===== src/rtl/pc_pkg.sv =====
// Shared program-counter types and default constants for the PC datapath.
package pc_pkg;

   localparam int XLEN = 32;

   typedef logic [XLEN-1:0] pc_t;

   localparam pc_t DEFAULT_RESET_PC = 32'h0000_0000;
   localparam int  DEFAULT_PC_STEP  = 4;

endpackage


===== src/rtl/pc_next_calc.sv =====
// Combinational next-PC selection: sequential step or PC-relative branch target.
// Optional branch-target alignment gate under PC_ADDER_MISALIGN_CHK_EN.
module pc_next_calc
   import pc_pkg::*;
#(
   parameter int PC_STEP = DEFAULT_PC_STEP
) (
   input  pc_t         pc,
   input  logic        ALU_zero,
   input  logic        branch,
   input  logic [63:0] branch_offset,
   output pc_t         pc_next,
   output logic        branch_taken
`ifdef PC_ADDER_MISALIGN_CHK_EN
   ,
   output logic        misalign
`endif
);

   pc_t  seq_pc;
   pc_t  target_pc;
   logic take_raw;

   // Only the low XLEN bits of the offset matter; the upper half is dropped.
   logic unused_offset_hi;
   assign unused_offset_hi = ^branch_offset[63:XLEN];

   assign seq_pc    = pc + pc_t'(PC_STEP);
   assign target_pc = pc + branch_offset[XLEN-1:0];
   assign take_raw  = branch && ALU_zero;

`ifdef PC_ADDER_MISALIGN_CHK_EN
   // A misaligned target suppresses the branch and falls through sequentially.
   assign misalign     = take_raw && (target_pc[1:0] != 2'b00);
   assign branch_taken = take_raw && !misalign;
`else
   assign branch_taken = take_raw;
`endif

   assign pc_next = branch_taken ? target_pc : seq_pc;

endmodule


===== src/rtl/pc_adder.sv =====
// Program counter register with sequential increment and conditional branch.
// Define PC_ADDER_MISALIGN_CHK_EN to add the registered misalign_o flag.
module pc_adder
   import pc_pkg::*;
#(
   parameter pc_t RESET_PC = DEFAULT_RESET_PC,
   parameter int  PC_STEP  = DEFAULT_PC_STEP
) (
   input  logic        clk,
   input  logic        rst,
   input  logic        ALU_zero,
   input  logic        branch,
   input  logic [63:0] branch_offset,
   output pc_t         pc_out,
   output pc_t         pc_next,
   output logic        branch_taken
`ifdef PC_ADDER_MISALIGN_CHK_EN
   ,
   output logic        misalign_o
`endif
);

`ifdef PC_ADDER_MISALIGN_CHK_EN
   logic misalign;
`endif

   pc_next_calc #(
      .PC_STEP (PC_STEP)
   ) u_next_calc (
      .pc            (pc_out),
      .ALU_zero      (ALU_zero),
      .branch        (branch),
      .branch_offset (branch_offset),
      .pc_next       (pc_next),
      .branch_taken  (branch_taken)
`ifdef PC_ADDER_MISALIGN_CHK_EN
      ,
      .misalign      (misalign)
`endif
   );

   // Synchronous active-low reset overrides any pending branch.
   always_ff @(posedge clk) begin
      if (!rst) begin
         pc_out <= RESET_PC;
      end else begin
         pc_out <= pc_next;
      end
   end

`ifdef PC_ADDER_MISALIGN_CHK_EN
   always_ff @(posedge clk) begin
      if (!rst) begin
         misalign_o <= 1'b0;
      end else begin
         misalign_o <= misalign;
      end
   end
`endif

endmodule


===== config.mk =====
export PLATFORM = sky130hd
export DESIGN_NAME = pc_adder
export DESIGN_NICKNAME = d
export VERILOG_FILES = /design/src/rtl/pc_pkg.sv /design/src/rtl/pc_next_calc.sv /design/src/rtl/pc_adder.sv
export SDC_FILE = /design/constraint.sdc
export NUM_CORES = 1
export LEC_CHECK = 0
export CORE_UTILIZATION = 49
export DETAILED_ROUTE_END_ITERATION = 6
export PLACE_DENSITY = 0.95
export RECOVER_POWER = 25
export SETUP_SLACK_MARGIN = 0.02
export SYNTH_ARGS = -nofsm -noshare
export SYNTH_HDL_FRONTEND = slang
export SYNTH_SLANG_ARGS = --single-unit
export TNS_END_PERCENT = 1

===== constraint.sdc =====
create_clock -name clk -period 6 [get_ports clk]
set_input_delay 1.2 -clock clk [delete_from_list [all_inputs] [get_ports clk]]
set_output_delay 1.2 -clock clk [all_outputs]
set_load 0.02 [all_outputs]

After elaboration in Yosys (flattened, before gate mapping)
Cells that the tools add are included.

word-level totals
  bits in registers = 32
  input port bits = 68
  word-level logic and storage cells = 5
  output and inout port bits = 65

operators by class
  multiplexer cells = 1
  reduce and logical (&&, ||, !) cells = 1
  $add $sub $neg = 2

operators with widths
  cell                   count
  $add 32x3->32 const B  1
  $add 32x32->32         1
  $mux 32                1
  $logic_and 1x1->1      1

Depth between registers and ports, before layout
Gate-level depths: netlist of the first run.

  depth after elaboration = 2
  depth in mapped cells = 9
  mapped depth without buffers = 9

Cells and area by module
A second synthesis of the first run with hierarchy kept.

unflattened totals
  cells, all modules = 406
  area, all modules = 3269.4 um^2

modules (own cells, without submodules)
  module        cells an instance  instances  area an instance (um^2)  seq. area each (um^2)
  pc_next_calc  339                1          2373.5                   0.0
  pc_adder      67                 1          895.9                    640.6

Least setup slack after synthesis of the first run
Ideal clock, no wire load.

  path kind = input to output
  start = in branch_offset[0]
  end = out pc_next[30]
  data required time = 4.800 ns
  path slack = 1.363 ns
  stages on the path = 9
  buffers on the path = 0
  arrival = 3.437 ns
  cell sequence = ha_1 > fa_1 > a211oi_1 > o21ai_1 > a221oi_2 > a211oi_1 > a31oi_1 > xor2_1 > mux2i_1

on the way
  cells in the longest elaborated chain, start to end = 2

RTL lines
  element         line                source
  from (decl)     pc_adder.sv:13      input logic [63:0] branch_offset,
  $add 32x32->32  pc_next_calc.sv:29  assign target_pc = pc + branch_offset[XLEN-1:0];
  $mux 32         pc_next_calc.sv:40  assign pc_next = branch_taken ? target_pc : seq_pc;
  to (decl)       pc_adder.sv:15      output pc_t pc_next,

No other way between the ends.

Worst setup path in the final report of the first run
Ends and elaborated chain as after synthesis.

==> impl_metrics.toml, run 1 <==
[outcome]
status = "completed"

[yosys]
synth.distinct_cells = 52
yosys.area.top_type_share_pct = 17.8
synthFlopType = "dfxtp_1"
yosys_warnings = 0
synth-seq-cells = 32
synth-edff-count = 0
synth_area_mm2 = 0.00360
synthTopCellsByArea = "dfxtp_1 (18%), ha_1 (11%), xnor2_1 (8.0%)"
synthCells = 493
synth_nets = 594
ys_seq_area_share_pct = 17.8
syn_avg_cell_area_um2 = 7.31
synth.largest_area_cell = "dfxtp_1"
ys_async_sr_fraction_pct = 0

[floorplan]
initial_core_util_pct = 51.9
core_mm2 = 0.00694
core.rowCount = 30
ioPinCount = 133
die-area_mm2 = 0.00770
die_w_um = 87.8
die_y_um = 87.8

[drt]
wl_per_cell_um = 17.9
drtIter0Drc = 345
routed_wl_mm = 12.2
drc = 0
dr_total_vias = 4242
via_per_inst = 6.22
dr.pass1.iters = 5
ant_nets = 0

[finish]
layout.nets = 686
fillers = 592
area_delta_synth_final_pct = 32.5
seqCellArea_um2 = 641
largest_register = "pc_out"
n_antenna_cell = 0
largest_reg_flops = 32
reg_top3 = "pc_out: 32 flops"
fin_util_pct = 68.8
layout-drive-gt1-share_pct = 3.92
multiInputGateArea_mm2 = 0.00286

[clocking]
cts_buffers = 5
clock_latency_ns = 0.30
cts_resized = 0
hold_buffers = 0
htreeDepth = 2
path_clk_slew_ns = 0.08
cts_root_buf = "clkbuf_8"
post_cts_buffers = 0
cts_num_sinks = 32
cts_tree = "done"
cts_buffer_depth = 2

[hold_path]
hp-class = "register to register"
whs_path_depth = 2

[critical_path]
crit_path_max_incr_delay_ns = 0.57
cp-end-kind = "output port"
cp_cell_sequence = "clkdlybuf4s50_1 > ha_1 > fa_1 > a211oi_1 > o21ai_1 > a221oi_4 > a211oi_1 > a31oi_1 > xor2_1 > mux2i_1 > clkdlybuf4s50_1"
path_class = "input port to output port"
arrival_ns = 4.58
cp.required_ns = 4.80
start_kind = "input port"
r2r_cells = 9
slowest_stage = "clkdlybuf4s50_1"
crit_fanout = 5

[global_routing]
grt_max_degree = 38
grt_overflow = 0
grt_pass1_wl_mm = 19.0
antenna_found_initial = 0
grt_pass1_vias = 4067
grt_usage_pct = 31.8

[pwr]
ir_drop_uv = 117
power_leakage_nw = 1.97
power.density_mw_per_mm2 = 201

[sta]
slew_headroom_pct = 40.0
fin_crit_sh_pct = 96.4
slew_violations = 0
min_period_ns = 5.78
hold_violations = 0
fin_setup_tns_ns = 0
setup_viol_count_final = 0
worst_pin_slew_ns = 0.897
rsz0062_at_grt = "false"
finClkSkew_ns = 0.0110
max_freq_mhz = 173

[place]
gp_congestion = 0.986
dpl.hpwl_mm = 9.47
numPortBuffers = 100

[flow_run]
drv_cap = 0
==> cell families after synthesis <==
logic type	Yosys count	synth area share (%)
adder cells (fa/ha/maj)	33	11.7
AO/OA/AOI/OAI	145	24.8
buffers and inverters	28	3.13
XOR/XNOR	53	12.9
multiplexers	8	2.26
AND/OR/NAND/NOR	194	27.5
flip-flops	32	17.8
==> Yosys cell counts, types with 3 or more instances <==
master    number
a21oi_1       48
o22ai_1        6
nand4_1       16
nand2_1       61
o21ai_0       30
clkbuf_1      10
mux2i_1        7
nor3_1        11
o21a_1         3
ha_1          32
inv_1         10
a31oi_1        8
xor2_1        20
nor2_1        37
a21o_1        11
nor4_1         5
o21ai_1        4
dfxtp_1       32
xnor2_1       33
o21bai_1       3
buf_2          4
and4_1         5
a211oi_1      10
o211ai_1       9
and3_1        11
and2_1        21
nand3_1       15
==> cell type report <==
cell class	instances	area share, %
clock inverters	2	0.210
well taps	96	2.52
flip-flops and latches	32	13.4
clock buffers	6	1.73
inverters	10	0.786
multi-input cells	433	59.9
repair buffers	103	21.4
==> layer usage <==
metal / part of all wire, % / global-route usage (%)
met5: 0 / 0
met2: 48 / 53.6
met1: 40 / 39.0
met4: 3.2 / 14.9
met3: 8.6 / 6.13
==> stage by stage <==
stage / instance area, µm² / cells / setup slack [ns] / power (mW) / hold slack, ns
6_report: 4780 / 682 / 0.216 / 0.961 / 0.524
5_1_grt: 4780 / 682 / 0.0313 / 1.01 / 0.560
4_1_cts: 4760 / 682 / 0.200 / 0.961 / 0.537
3_5_place_dp: 4670 / 674 / 0.205 / 0.775 / 0.523
3_3_place_gp: 4670 / 674 / 0.255 / 0.762 / 0.488
2_1_floorplan: 3600 / 493 / 1.36 / 0.581 / 0.573
==> power by group <==
part / internal (mW) / switching [mW]
registers: 0.232 / 0.0336
clock network: 0.0917 / 0.0927
logic: 0.223 / 0.289
total: 0.546 / 0.415
==> path summary, 6_finish.rpt <==
path	startpoint	endpoint	slack, ns
hold reg to reg	pc_out[0]	pc_out[0]	0.52
setup reg to reg	pc_out[0]	pc_out[30]	3.17
hold / removal	pc_out[0]	pc_out[0]	0.52
setup / recovery	branch_offset[0]	pc_next[30]	0.22
==> cells in the final DEF, fill, tap and decap left out, types with 7 or more instances in the layout <==
| cell type | instances |
|---|---|
| a211oi_1 | 10 |
| a21o_1 | 11 |
| a21oi_1 | 48 |
| a31oi_1 | 8 |
| and2_1 | 21 |
| and3_1 | 11 |
| clkdlybuf4s50_1 | 76 |
| dfxtp_1 | 32 |
| dlygate4sd3_1 | 24 |
| ha_1 | 32 |
| inv_1 | 10 |
| mux2i_1 | 7 |
| nand2_1 | 61 |
| nand3_1 | 15 |
| nand4_1 | 16 |
| nor2_1 | 37 |
| nor3_1 | 11 |
| o211ai_1 | 9 |
| o21ai_0 | 30 |
| xnor2_1 | 33 |
| xor2_1 | 20 |
==> worst max-delay path: cells and delay by family <==
| kind | cells | cell delay [ns] |
|---|---|---|
| adders and majority gates | 2 | 0.68 |
| AOI/OAI and AO/OA | 5 | 1.39 |
| muxes | 1 | 0.10 |
| buffers and inverters | 2 | 0.98 |
| xor gates and xnor gates | 1 | 0.22 |
Power figures use the tool's default switching activity.
==> run 2: changes to the inputs <==
--- a/config.mk
+++ b/config.mk
@@ -5,11 +5,14 @@
 export SDC_FILE = /design/constraint.sdc
 export NUM_CORES = 1
 export LEC_CHECK = 0
-export CORE_UTILIZATION = 49
+export ABC_AREA = 1
+export CORE_UTILIZATION = 53
 export DETAILED_ROUTE_END_ITERATION = 6
+export GPL_ROUTABILITY_DRIVEN = 0
 export PLACE_DENSITY = 0.95
 export RECOVER_POWER = 25
 export SETUP_SLACK_MARGIN = 0.02
+export SLEW_MARGIN = 25
 export SYNTH_ARGS = -nofsm -noshare
 export SYNTH_HDL_FRONTEND = slang
 export SYNTH_SLANG_ARGS = --single-unit
==> impl_metrics.toml, run 2 <==
[pwr]
power_leakage_nw = 3.13
ir_drop_uv = 160
power_frac_seq_pct = 28.7
p_total_mw = 0.915
p_comb_share_pct = 51.5
clockPowerShare_pct = 19.8
internal_power_mw = 0.520
switchingPower_mw = 0.396
netSwitchingFraction_pct = 43.2
power.density_mw_per_mm2 = 159

[clocking]
clock_latency_ns = 0.29
hold_buffers = 0
cts_resized = 0
cts_tree = "done"
path_clk_slew_ns = 0.06
cts_root_buf = "clkbuf_8"
htreeDepth = 2
cts_buffer_depth = 2
cts_num_sinks = 32
post_cts_buffers = 0
cts_buffers = 5

[yosys]
synth.distinct_cells = 40
ys_top_cells_by_count = "nand2_1 (298), inv_1 (156), nor2_1 (73), nand3_1 (50), a21oi_1 (42)"
syn_avg_cell_area_um2 = 5.44
synthCells = 833
ys_seq_area_share_pct = 14.1
synth.largest_area_cell = "nand2_1"
synth-edff-count = 0
synthTopCellsByArea = "nand2_1 (25%), dfxtp_1 (14%), inv_1 (13%)"
synthFlopType = "dfxtp_1"
synth-seq-cells = 32
yosys.area.top_type_share_pct = 24.7
yosys_warnings = 0
yosysMostFrequentCell = "nand2_1"
synth_nets = 934
synth_area_mm2 = 0.00453
ys_async_sr_fraction_pct = 0

[finish]
reg_top3 = "pc_out: 32 flops"
largest_register = "pc_out"
layout.nets = 1035
largest_reg_flops = 32
layout-drive-gt1-share_pct = 8.24
mostFrequentLayoutCells = "nand2_1 (298), inv_1 (155), clkdlybuf4s50_1 (76)"
n_antenna_cell = 0
fillers = 697
final_common_cell = "nand2_1"
area_delta_synth_final_pct = 26.8
fin_util_pct = 69.6

[global_routing]
grt_pass1_vias = 5159
grt_usage_pct = 33.0
antenna_found_initial = 0
grt_max_degree = 33
grt_pass1_wl_mm = 23.0
grt_overflow = 0

[sta]
min_period_ns = 5.26
fin_ws_ns = 0.736
rsz0062_at_grt = "false"
slew_violations = 0
fin_crit_sh_pct = 87.7
setup_viol_count_final = 0
fin_setup_tns_ns = 0
slew_headroom_pct = 35.1
hold_violations = 0
finClkSkew_ns = 0.00790
worst_pin_slew_ns = 0.968
max_freq_mhz = 190

[critical_path]
cp.required_ns = 4.80
r2r-start = "pc_out[0]"
r2r_slack_ns = 3.67
arrival_ns = 4.06
r2r_cells = 12
start_kind = "input port"
cp-end-kind = "output port"
path_class = "input port to output port"
crit_fanout = 5
reg2reg_to = "pc_out[16]"

[floorplan]
die-area_mm2 = 0.00893
die_w_um = 94.5
core.rowCount = 33
ioPinCount = 133
core_mm2 = 0.00826
initial_core_util_pct = 54.9
die_y_um = 94.5

[hold_path]
whs_path_depth = 4
hp-start = "pc_out[31]"
hp-class = "register to register"
whs_endpoint = "pc_out[31]"

[drt]
drc = 0
drtIter0Drc = 458
via_per_inst = 5.27
dr_total_vias = 5475
routed_wl_mm = 14.3
dr.pass1.iters = 5
wl_per_cell_um = 13.7
ant_nets = 0

[place]
pre_cts_slack_ns = 0.808
dpl.hpwl_mm = 11.6
numPortBuffers = 100

[outcome]
status = "completed"

[flow_run]
drv_cap = 0
## run 2: cell families (layout without fill, tap and decap cells)
family          count (synthesis)  after routing  share of synthesized area, %
buf+inv                       171            272                          14.2
flops                          32             32                          14.1
compound gates                 76             76                          9.16
xor+xnor                       17             17                          3.28
fa+ha+maj                      33             33                          9.27
simple gates                  504            504                          49.9
## run 2: critical path: stages
cell	delay [ns]
clkdlybuf4s50_1	0.41
ha_1	0.27
fa_1	0.49
nand3_1	0.12
nand3_1	0.16
nand2_1	0.10
nand2_1	0.08
nand2_1	0.09
nand2_2	0.07
nand2_1	0.09
nand2_1	0.05
nand2_1	0.06
nand3_1	0.16
nand2_1	0.11
clkdlybuf4s50_1	0.61
## run 2: worst max path at each step
stage,from,end
2_1_floorplan,branch_offset[0],pc_next[24]
3_3_place_gp,branch_offset[0],pc_next[24]
3_5_place_dp,branch_offset[0],pc_next[24]
4_1_cts,branch_offset[0],pc_next[24]
5_1_grt,branch_offset[0],pc_next[24]
6_report,branch_offset[0],pc_next[24]
## run 2: final cells by class
class | instances | area, µm² | area share, %
Inverter | 162 | 608 | 10.6
Tap cell | 105 | 131 | 2.29
Multi-Input combinational cell | 630 | 3250 | 56.5
Timing Repair Buffer | 103 | 1020 | 17.8
Sequential cell | 32 | 641 | 11.1
Clock buffer | 7 | 96.3 | 1.68
## run 2: routing by layer
layer  GRT usage, %  vias up  part of all wire (%)
li1               -     2763                     -
met1           43.3     2404                    43
met2           54.3      265                    45
met3           4.51       43                   8.8
met4           13.5        0                   3.2
met5              0        -                     0
## run 2: power by group through the flow
stage          sequential, mW  combinational, mW  clock, mW
2_1_floorplan           0.274              0.276          0
3_3_place_gp            0.265              0.457          0
3_5_place_dp            0.265              0.466          0
4_1_cts                 0.260              0.470      0.182
5_1_grt                 0.263              0.516      0.192
6_report                0.262              0.471      0.182
## run 2: per-stage QoR
step                area (µm²)  cells  hold slack [ns]
floorplan                 4530    833            0.676
global placement          5650   1032            0.624
detailed placement        5650   1032            0.644
CTS                       5750   1039            0.665
global route              5750   1039            0.725
finish                    5750   1039            0.652
==> run 3: changes to the inputs <==
--- a/config.mk
+++ b/config.mk
@@ -9,6 +9,7 @@
 export CORE_UTILIZATION = 53
 export DETAILED_ROUTE_END_ITERATION = 6
 export GPL_ROUTABILITY_DRIVEN = 0
+export MAX_ROUTING_LAYER = met4
 export PLACE_DENSITY = 0.95
 export RECOVER_POWER = 25
 export SETUP_SLACK_MARGIN = 0.02
==> impl_metrics.toml, run 3 (same netlist as run 2, synthesis figures left out) <==
[outcome]
status = "completed"

[sta]
hold_violations = 0
max_freq_mhz = 191
setup_viol_count_final = 0
slew_headroom_pct = 34.0
fin_setup_tns_ns = 0
worst_pin_slew_ns = 0.984
slew_violations = 0
finClkSkew_ns = 0.00794
fin_crit_sh_pct = 87.5
min_period_ns = 5.25
rsz0062_at_grt = "false"

[global_routing]
grt_max_degree = 33
antenna_found_initial = 0
grt_overflow = 0
grt_usage_pct = 34.1
grt_pass1_vias = 5143
grt_pass1_wl_mm = 23.1

[finish]
n_antenna_cell = 0
multiInputGateArea_mm2 = 0.00325
largest_register = "pc_out"
fillers = 697
mostFrequentLayoutCells = "nand2_1 (298), inv_1 (155), clkdlybuf4s50_1 (76)"
reg_top3 = "pc_out: 32 flops"
fin_util_pct = 69.6
layout.nets = 1035
largest_reg_flops = 32
layout-drive-gt1-share_pct = 8.24
area_delta_synth_final_pct = 26.8
seqCellArea_um2 = 641
final_common_cell = "nand2_1"

[drt]
dr_total_vias = 5491
drc = 0
routed_wl_mm = 14.4
drtIter0Drc = 493
via_per_inst = 5.28
dr.pass1.iters = 6
wl_per_cell_um = 13.8
ant_nets = 0

[floorplan]
core.rowCount = 33
ioPinCount = 133
initial_core_util_pct = 54.9
die_y_um = 94.5
die_w_um = 94.5
die-area_mm2 = 0.00893
core_mm2 = 0.00826

[clocking]
cts_buffers = 5
cts_root_buf = "clkbuf_8"
post_cts_buffers = 0
clock_latency_ns = 0.29
hold_buffers = 0
cts_tree = "done"
htreeDepth = 2
path_clk_slew_ns = 0.06
cts_buffer_depth = 2
cts_num_sinks = 32
cts_resized = 0

[critical_path]
crit_fanout = 5
cp.required_ns = 4.80
arrival_ns = 4.05
path_class = "input port to output port"
r2r_slack_ns = 3.67
start_kind = "input port"
cp-end-kind = "output port"

[pwr]
power.density_mw_per_mm2 = 159
power_leakage_nw = 3.13
ir_drop_uv = 161

[flow_run]
drv_cap = 0

[place]
dpl.hpwl_mm = 11.6
numPortBuffers = 100

[hold_path]
hp-class = "register to register"
==> run 3: cell counts in the layout (fill, tap and decap cells not counted) <==
Identical to the previous run, type by type.
==> run 3: power breakdown <==
| part | switching (mW) | leakage [nW] | internal (mW) | total [mW] |
|---|---|---|---|---|
| registers | 0.0331 | 0.263 | 0.229 | 0.262 |
| clock network | 0.0807 | 0.0503 | 0.102 | 0.183 |
| logic | 0.283 | 2.82 | 0.188 | 0.471 |
==> run 3: path summary, 6_finish.rpt <==
kind | start | to | depth (start not counted)
hold / removal | pc_out[31] | pc_out[31] | 4
setup reg to reg | pc_out[0] | pc_out[16] | 12
hold reg to reg | pc_out[31] | pc_out[31] | 4
setup / recovery | branch_offset[0] | pc_next[24] | 15
==> run 3: area by class of cell <==
cell class	count	area share, %
tap	105	2.29
multi-input combinational	630	56.5
clock buffer	7	1.68
inverter	162	10.6
timing repair buffer	103	17.8
sequential	32	11.1
==> run 3: worst max-delay path, cell delays in order <==
cell             delay [ns]
clkdlybuf4s50_1        0.41
ha_1                   0.26
fa_1                   0.48
nand3_1                0.12
nand3_1                0.16
nand2_1                0.10
nand2_1                0.08
nand2_1                0.09
nand2_2                0.07
nand2_1                0.09
nand2_1                0.05
nand2_1                0.06
nand3_1                0.16
nand2_1                0.11
clkdlybuf4s50_1        0.61
==> run 3: per-stage QoR <==
stage | hold slack (ns) | total power, mW | setup WS [ns] | instances | instance area [µm²]
3_3_place_gp | 0.624 | 0.722 | 0.834 | 1032 | 5650
2_1_floorplan | 0.676 | 0.550 | 2.06 | 833 | 4530
6_report | 0.652 | 0.917 | 0.752 | 1039 | 5750
5_1_grt | 0.725 | 0.973 | 0.647 | 1039 | 5750
3_5_place_dp | 0.644 | 0.731 | 0.808 | 1032 | 5650
4_1_cts | 0.665 | 0.912 | 0.799 | 1039 | 5750
==> run 3: per-layer routing <==
layer	vias up	GRT usage, %	part of all wire, %
met4	0	13.0	3.3
met1	2415	43.4	41
li1	2763	-	-
met2	265	54.6	45
met3	48	4.59	10
met5	-	-	0
